File: src/rtl/spi_master_shift_ctrl.sv
// -----------------------------------------------------------------------------
// spi_master_shift_ctrl
//
// SPI master transfer engine placed directly after the SPI clock generator.
// Each toggle of the divided clock clkgen_ctrl_clk becomes one SCK half-period.
// One DATA_W-bit full-duplex transfer is run per start request, in any of the
// four SPI modes (cpol/cpha), MSB-first or LSB-first.
//
// Ports
//   sys_clk, rst_b      system clock (rising edge), asynchronous active-low reset
//   clkgen_ctrl_clk     divided clock from clkgen; only its toggles are used
//   ctrl_clkgen_en      enable to clkgen, high from start until the transfer ends
//   reg_ctrl_start      one-cycle start pulse
//   reg_ctrl_cpol/cpha  SPI mode bits, reg_ctrl_lsb_first bit order
//   reg_ctrl_txdata     transmit word
//   ctrl_rxdata         last received word, held between transfers
//   ctrl_busy           transfer in progress
//   ctrl_done           one-cycle pulse when ctrl_rxdata has been updated
//   spi_sck/cs_n/mosi   serial bus outputs, spi_miso serial input
//
// Handshake: reg_ctrl_start is honoured only while ctrl_busy is low (FSM in
// IDLE, which includes the ctrl_done cycle); a start seen while busy is
// dropped with no effect. Mode bits and txdata are captured on the accepted
// start and ignored afterwards until ctrl_done.
// -----------------------------------------------------------------------------
module spi_master_shift_ctrl #(
   parameter int DATA_W = 8
) (
   input  logic              sys_clk,
   input  logic              rst_b,
   input  logic              clkgen_ctrl_clk,
   output logic              ctrl_clkgen_en,
   input  logic              reg_ctrl_start,
   input  logic              reg_ctrl_cpol,
   input  logic              reg_ctrl_cpha,
   input  logic              reg_ctrl_lsb_first,
   input  logic [DATA_W-1:0] reg_ctrl_txdata,
   output logic [DATA_W-1:0] ctrl_rxdata,
   output logic              ctrl_busy,
   output logic              ctrl_done,
   output logic              spi_sck,
   output logic              spi_cs_n,
   output logic              spi_mosi,
   input  logic              spi_miso
);

   localparam int CNT_W = $clog2(2 * DATA_W) + 1;
   localparam logic [CNT_W-1:0] LAST_EDGE = CNT_W'(2 * DATA_W - 1);

   typedef enum logic [1:0] {
      IDLE  = 2'd0,
      SETUP = 2'd1,
      XFER  = 2'd2,
      HOLD  = 2'd3
   } state_t;

   state_t            state;
   logic              clk_d;
   logic              tick;
   logic              cpol_q;
   logic              cpha_q;
   logic              lsb_q;
   logic [CNT_W-1:0]  edge_cnt;
   logic [DATA_W-1:0] tx_sr;
   logic [DATA_W-1:0] rx_sr;

   // The clkgen output level is not reset when disabled, so only its
   // toggles carry information.
   assign tick = clkgen_ctrl_clk ^ clk_d;

   // Bit that leaves the transmit shift register next.
   function automatic logic tx_head(input logic [DATA_W-1:0] w, input logic lsb);
      return lsb ? w[0] : w[DATA_W-1];
   endfunction

   // Transmit shift register after one bit has been consumed.
   function automatic logic [DATA_W-1:0] tx_shift(input logic [DATA_W-1:0] w, input logic lsb);
      return lsb ? (w >> 1) : (w << 1);
   endfunction

   always_ff @(posedge sys_clk or negedge rst_b) begin
      if (!rst_b) begin
         state          <= IDLE;
         clk_d          <= 1'b0;
         cpol_q         <= 1'b0;
         cpha_q         <= 1'b0;
         lsb_q          <= 1'b0;
         edge_cnt       <= '0;
         tx_sr          <= '0;
         rx_sr          <= '0;
         ctrl_clkgen_en <= 1'b0;
         ctrl_rxdata    <= '0;
         ctrl_busy      <= 1'b0;
         ctrl_done      <= 1'b0;
         spi_sck        <= 1'b0;
         spi_cs_n       <= 1'b1;
         spi_mosi       <= 1'b0;
      end else begin
         clk_d     <= clkgen_ctrl_clk;
         ctrl_done <= 1'b0;
         case (state)
            IDLE: begin
               // SCK follows the live idle level until a transfer is accepted.
               spi_sck <= reg_ctrl_cpol;
               if (reg_ctrl_start) begin
                  cpol_q         <= reg_ctrl_cpol;
                  cpha_q         <= reg_ctrl_cpha;
                  lsb_q          <= reg_ctrl_lsb_first;
                  rx_sr          <= '0;
                  spi_cs_n       <= 1'b0;
                  ctrl_clkgen_en <= 1'b1;
                  ctrl_busy      <= 1'b1;
                  state          <= SETUP;
                  // With cpha=0 the first bit must be valid before the leading edge.
                  if (!reg_ctrl_cpha) begin
                     spi_mosi <= tx_head(reg_ctrl_txdata, reg_ctrl_lsb_first);
                     tx_sr    <= tx_shift(reg_ctrl_txdata, reg_ctrl_lsb_first);
                  end else begin
                     tx_sr    <= reg_ctrl_txdata;
                  end
               end
            end
            SETUP: begin
               spi_sck <= cpol_q;
               if (tick) begin
                  edge_cnt <= '0;
                  state    <= XFER;
               end
            end
            XFER: begin
               if (tick) begin
                  spi_sck  <= ~spi_sck;
                  edge_cnt <= edge_cnt + CNT_W'(1);
                  // Even edges are leading edges; the sampling edge is the
                  // one whose parity matches cpha, the other one shifts out.
                  if (edge_cnt[0] == cpha_q) begin
                     rx_sr <= lsb_q ? {spi_miso, rx_sr[DATA_W-1:1]}
                                    : {rx_sr[DATA_W-2:0], spi_miso};
                  end else if (edge_cnt != LAST_EDGE) begin
                     spi_mosi <= tx_head(tx_sr, lsb_q);
                     tx_sr    <= tx_shift(tx_sr, lsb_q);
                  end
                  if (edge_cnt == LAST_EDGE) begin
                     state <= HOLD;
                  end
               end
            end
            HOLD: begin
               spi_sck <= cpol_q;
               if (tick) begin
                  spi_cs_n       <= 1'b1;
                  ctrl_clkgen_en <= 1'b0;
                  ctrl_busy      <= 1'b0;
                  spi_mosi       <= 1'b0;
                  ctrl_rxdata    <= rx_sr;
                  ctrl_done      <= 1'b1;
                  state          <= IDLE;
               end
            end
            default: state <= IDLE;
         endcase
      end
   end

endmodule

File: config.mk
export PLATFORM = sky130hd
export DESIGN_NAME = spi_master_shift_ctrl
export DESIGN_NICKNAME = d
export VERILOG_FILES = /design/src/rtl/spi_master_shift_ctrl.sv
export SDC_FILE = /design/constraint.sdc
export NUM_CORES = 1
export LEC_CHECK = 0
export CORE_MARGIN = 2
export CORE_UTILIZATION = 47
export CTS_BUF_LIST = sky130_fd_sc_hd__clkbuf_4 sky130_fd_sc_hd__clkbuf_8
export DETAILED_ROUTE_END_ITERATION = 8
export PLACE_DENSITY = 0.81
export SLEW_MARGIN = 20
export SYNTH_ARGS = -nofsm -noshare
export SYNTH_HDL_FRONTEND = slang
export SYNTH_SLANG_ARGS = --single-unit
export TNS_END_PERCENT = 100
File: constraint.sdc
create_clock -name sys_clk -period 3.93 [get_ports sys_clk]
set_clock_uncertainty 0.2 [all_clocks]
set_input_delay 1.179 -clock sys_clk [delete_from_list [all_inputs] [get_ports sys_clk]]
set_output_delay 1.179 -clock sys_clk [all_outputs]
set_load 0.01 [all_outputs]
# Yosys cells after proc, flatten, opt, wreduce, memory -nomap -nowiden
# Cells that the tools add are included.
totals:
  register_bits: 40
classes:
  add_sub_neg: 1
  n_eq_ne: 15
  muxes: 40
  bitwise: 2
  reduce_logical: 14
op_table:
  columns: ["op", "n"]
  rows:
  - ["$mux 8", 11]
  - ["$pmux 8 s2", 2]
  - ["$ne 2x2->1 const B", 9]
  - ["$mux 1", 14]
  - ["$mux 2", 5]
  - ["$mux 5", 2]
  - ["$pmux 5 s2", 1]
  - ["$reduce_and 5->1", 2]
  - ["$pmux 2 s4", 1]
  - ["$reduce_and 7->1", 1]
  - ["$pmux 1 s3", 2]
  - ["$reduce_and 3->1", 2]
  - ["$reduce_bool 2->1", 3]
  - ["$add 5x1->5 const B", 1]
  - ["$eq 5x4->1 const B", 1]
  - ["$ne 5x4->1 const B", 1]
  - ["$eq 2x2->1 const B", 2]
  - ["$pmux 1 s2", 2]
  - ["$reduce_and 2->1", 2]
  - ["$reduce_and 4->1", 1]
  - ["$reduce_bool 3->1", 1]
  - ["$eq 2x1->1 const B", 1]
  - ["$logic_not 2->1", 1]
  - ["$reduce_or 2->1", 1]
  - ["3 further kinds", 3]

# Depth between registers and ports, before layout
depth:
  depth_word: 5
  ltp_mapped: 8

# Least setup slack after synthesis
# OpenSTA, ideal clock, no wires.
synth_path:
  path_type: "input to register"
  startpoint: "input reg_ctrl_lsb_first"
  endpoint: "register tx_sr[2]"
  setup_ns: 0.125
  arrival_ns: 2.128
  setup_slack_ns: 1.477
  cell_stages: 5
  n_path_buf: 1
  cell_sequence: "buf_2 > mux2_2 > mux2i_1 > o21ai_0 > mux2_4"
synth_via:
  elab_chain_cells: 4
synth_lines:
  columns: ["item", "line", "text"]
  rows:
  - ["from (decl)", "36", "input logic reg_ctrl_lsb_first,"]
  - ["$mux 8", "78", "return lsb ? (w >> 1) : (w << 1);"]
  - ["$mux 8", "115", "if (!reg_ctrl_cpha) begin"]
  - ["$mux 8", "105", "if (reg_ctrl_start) begin"]
  - ["$pmux 8 s2", "101", "case (state)"]
  - ["to (signal assigned)", "117", "tx_sr <= tx_shift(reg_ctrl_txdata, reg_ctrl_lsb_first);"]
  - ["to (signal assigned)", "119", "tx_sr <= reg_ctrl_txdata;"]
  - ["to (signal assigned)", "141", "tx_sr <= tx_shift(tx_sr, lsb_q);"]
  - ["to (decl)", "64", "logic [DATA_W-1:0] tx_sr;"]
# No other way between the ends. The select of a mux whose other input is x is not followed.
# A chain may end at the register's enable or synchronous reset.

# Worst setup path after layout
layout_path:
  startpoint: "input clkgen_ctrl_clk"
  endpoint: "register tx_sr[7]"
layout_via:
  elab_chain_cells: 3
layout_lines:
  columns: ["item", "line", "text"]
  rows:
  - ["from (decl)", "31", "input logic clkgen_ctrl_clk,"]
  - ["$xor 1x1->1", "69", "assign tick = clkgen_ctrl_clk ^ clk_d;"]
  - ["$ne 2x2->1 (no source line)", null, null]
  - ["$reduce_and 5->1 (no source line)", null, null]
# No other way between the ends.

==> results.md <==
* Status: completed
* Gr busiest metal: met2
* Vias in the first global route at ~1500
* Ys flop type: dfrtp_1
* Combinational power share at between 40 and 50%
* Clock power share at ~14%
* Cell Chain, Critical Path: clkdlybuf4s50_1 > xnor2_2 > a21oi_2 > and2_1 > mux2_4
* Die Y at between 70 and 80 um
* Max transition margin at about two fifths
* Initial Util at about half
* WP buf/inv at 1
* CP top delay family: buffers and inverters
* HP Class: reg -> reg
* Placed insts at a little under 300
* Sw Ratio at 38.68%
* Mean area per synthesized cell at between 9 and 10 um2
* Share of post-route cells with drive strength above 1 at between 10% and 20%
* First DRT Iteration DRCs at roughly 120
* Clock Path Buffers at 2
* Post-CTS Setup Inserts at 0
* Ys async rst share at 100.0%
* Num CTS Buffers at 5
* WP data required at just under 4000 ps
* Area of the core at around 0.0046 mm2
* CP Launch Type: primary input
* DRT antenna net count at 0
* Synth top area share at approximately 44%
* DR DRC count at 0
* Design area at roughly 0.0026 mm2
* Max incr delay on CP at between 400 and 500 ps
* CTS Sinks at 40
* DP HPWL at approximately 3100 um
* Port-buffer cells at 29
* Clock transition at the registers of the reported paths at ~70 ps
* Die X at approximately 73 um
* Critical R2R Launch: state[0]
* Nets at 269
* Post-CTS Hold Fix Bufs at 0
* Routed len/inst at ~14 um
* Clock latency on the worst-skew pair at ~290 ps
* MaxCap Viol Count at 0
* Fill cells at 398
* Syn_nets at roughly 250
* Cts repair resizes at 0
* Core Rows at 25
* Critical Path AT at roughly 2900 ps
* Pwr per Cell Area at 714.9 mW/mm2
* Kind of critical path: in -> reg
* Cell variety after synth at 40
* Peak VDD IR at between 0.2 and 0.3 mV
* Root buf cell: clkbuf_8
* Utilization after layout at about 56%
* H-tree depth at 2
* Vias per cell at 5.515
* Worst setup EP type: register
* Worst Hold Slack at 290.9 ps
* Via count at around 1700
* Post-Syn Instances at 224
* Seq/Total Area, Yosys at between 40% and 50%
* Overall routing resource usage at 17.65%
* Detailed Routing Iterations Pass 1 at 5
* Min-delay src: ctrl_rxdata[4]
* # diodes at 0
* Area of the multi-input gates at 0.001092 mm2
* EDFF count, synth at 0
* First-pass GRT wire length at 7265 um
* I/O pins at 30
* Leading area contributor after synthesis: dfrtp_1
* CP Launch Point: clkgen_ctrl_clk
* Met3 usage at ~5.4%
* Synth Cell Area at roughly 0.0022 mm2
* Synth-to-Final Area Change at 16.57%
* Slowest CP cell: clkdlybuf4s50_1
* Final setup violation count at 0
* DP Area at 0.002515 mm2
* Initial antenna violation count at 0
* FF+latch count, synth at 40
* Leakage at 1.122 nW
* Max FO, Critical Path at 8
* Final period utilization at ~75%
* Remaining global-route overflow at 0
* NetSw at approximately 0.0007 W
* RSZ-0062 raised after global routing: no
* Cell-internal power at about 0.0011 W
* Least-Margin Pin Slew at about 900 ps
* Largest net degree at the start of global routing at 41
* Post-Layout Cell Count at 301
* Flop pwr share at between 30% and 40%
* TritonCTS clock tree: done
* Synth warn at 0
* TNS Setup at 0 ps
* Synth area leaders: dfrtp_1, o21ai_0, mux2_2
* Total Wirelength at 4347 um
* Met2 GRT Util at 26.57%
* Gpl congestion at 0.7719
* GR Util met1 at approximately 25%
* Max Slew Vio Count at 0
* Fin. Hold Viols at 0
* Die ar. at 0.005305 mm2
* Fin crit period at between 2000 and 3000 ps
* Max Fclk at between 0.3 and 0.4 GHz
* Register area at about 0.001 mm2
## tightest hold or removal path: cells and delay by family (launching register included)
kind,cells,cell delay [ps]
DFF,1,340
and+or+nand+nor,1,40
AOI/OAI and AO/OA,1,70
## worst paths after layout
kind | endpoint | slack [ps] | cells after the start
worst min register to register | ctrl_rxdata[4] | 290 | 2
worst max register to register | tx_sr[7] | 1520 | 7
max in group asynchronous | tx_sr[3] | 2170 | 1
min in group asynchronous | state[0] | 790 | 1
worst min-delay path | ctrl_rxdata[4] | 290 | 2
worst max-delay path | tx_sr[7] | 1000 | 5
## flip-flops by register name, indices dropped and copies added (netlist names)
signal and flops:
edge_cnt 5, clk_d 1, cpol_q 1, cpha_q 1, state 2, rx_sr 8
ctrl_done 1, tx_sr 8, ctrl_rxdata 8, spi_sck 1, spi_cs_n 1, ctrl_busy 1
spi_mosi 1, lsb_q 1
## kinds of logic (layout without fill, tap and decap cells)
family                   Yosys count  count (layout)  share of synthesized area, %
XOR/XNOR                           3               3                         1.517
AND/OR/NAND/NOR                   56              56                         12.42
AO/OA/AOI/OAI                     62              62                         16.69
adder cells (fa/ha/maj)            6               6                         3.371
multiplexers                      28              28                         15.06
buffers and inverters             29              52                         5.955
flip-flops                        40              40                         45.00
## routing by layer
| layer | share of wire [%] | routed length, um |
|---|---|---|
| met3 | 5.4 | 235 |
| met5 | 0 | 0 |
| met1 | 48 | 2095 |
| met2 | 46 | 1980 |
| met4 | 0.83 | 36 |
## power by group through the flow
stage	sequential, W	combinational [W]	clock, W
after global routing	0.000728	0.000990	0.000283
after global placement	0.000708	0.000860	0
after floorplan	0.000668	0.000703	0
after CTS	0.000704	0.000896	0.000262
final	0.000707	0.000894	0.000255
after detailed placement	0.000712	0.000891	0
## stage by stage
| stage | worst slack [ps] | total power, W |
|---|---|---|
| 6_report | 1002 | 0.001856 |
| 5_1_grt | 918.9 | 0.002002 |
| 4_1_cts | 1008 | 0.001863 |
| 3_5_place_dp | 701.7 | 0.001603 |
| 3_3_place_gp | 777.6 | 0.001568 |
| 2_1_floorplan | 1477 | 0.001371 |
## cell usage after synthesis, drive strengths merged (2+ instances only)
cell type	number
dfrtp	39
mux2i	8
nand3	2
ha	6
nand2b	9
inv	14
nor2	3
clkbuf	3
buf	12
o21ai	39
a22o	2
mux2	20
xnor2	2
nand2	26
o22ai	2
nor3	2
a21oi	4
nand4	8
and3	2
o211ai	6
## layout by cell type (no fill, tap or decap), drive strengths merged, types with 2 or more instances in the layout
cell	instances
o21ai	39
mux2i	8
mux2	20
inv	14
nand2b	9
xnor2	2
nand3	2
a21oi	4
o211ai	6
nor3	2
nand4	8
buf	3
dfrtp	39
ha	6
a22o	2
and3	2
nor2	3
clkdlybuf4s50	28
o22ai	2
clkbuf	6
nand2	26
## area by class of cell
| type | count | area share (%) |
|---|---|---|
| inverter | 14 | 2.024 |
| sequential | 40 | 38.60 |
| tap | 54 | 2.602 |
| clock buffer | 6 | 2.940 |
| clock inverter | 1 | 0.1928 |
| multi-input combinational | 155 | 42.07 |
| timing repair buffer | 31 | 11.57 |
(Power assumes the default switching activity.)
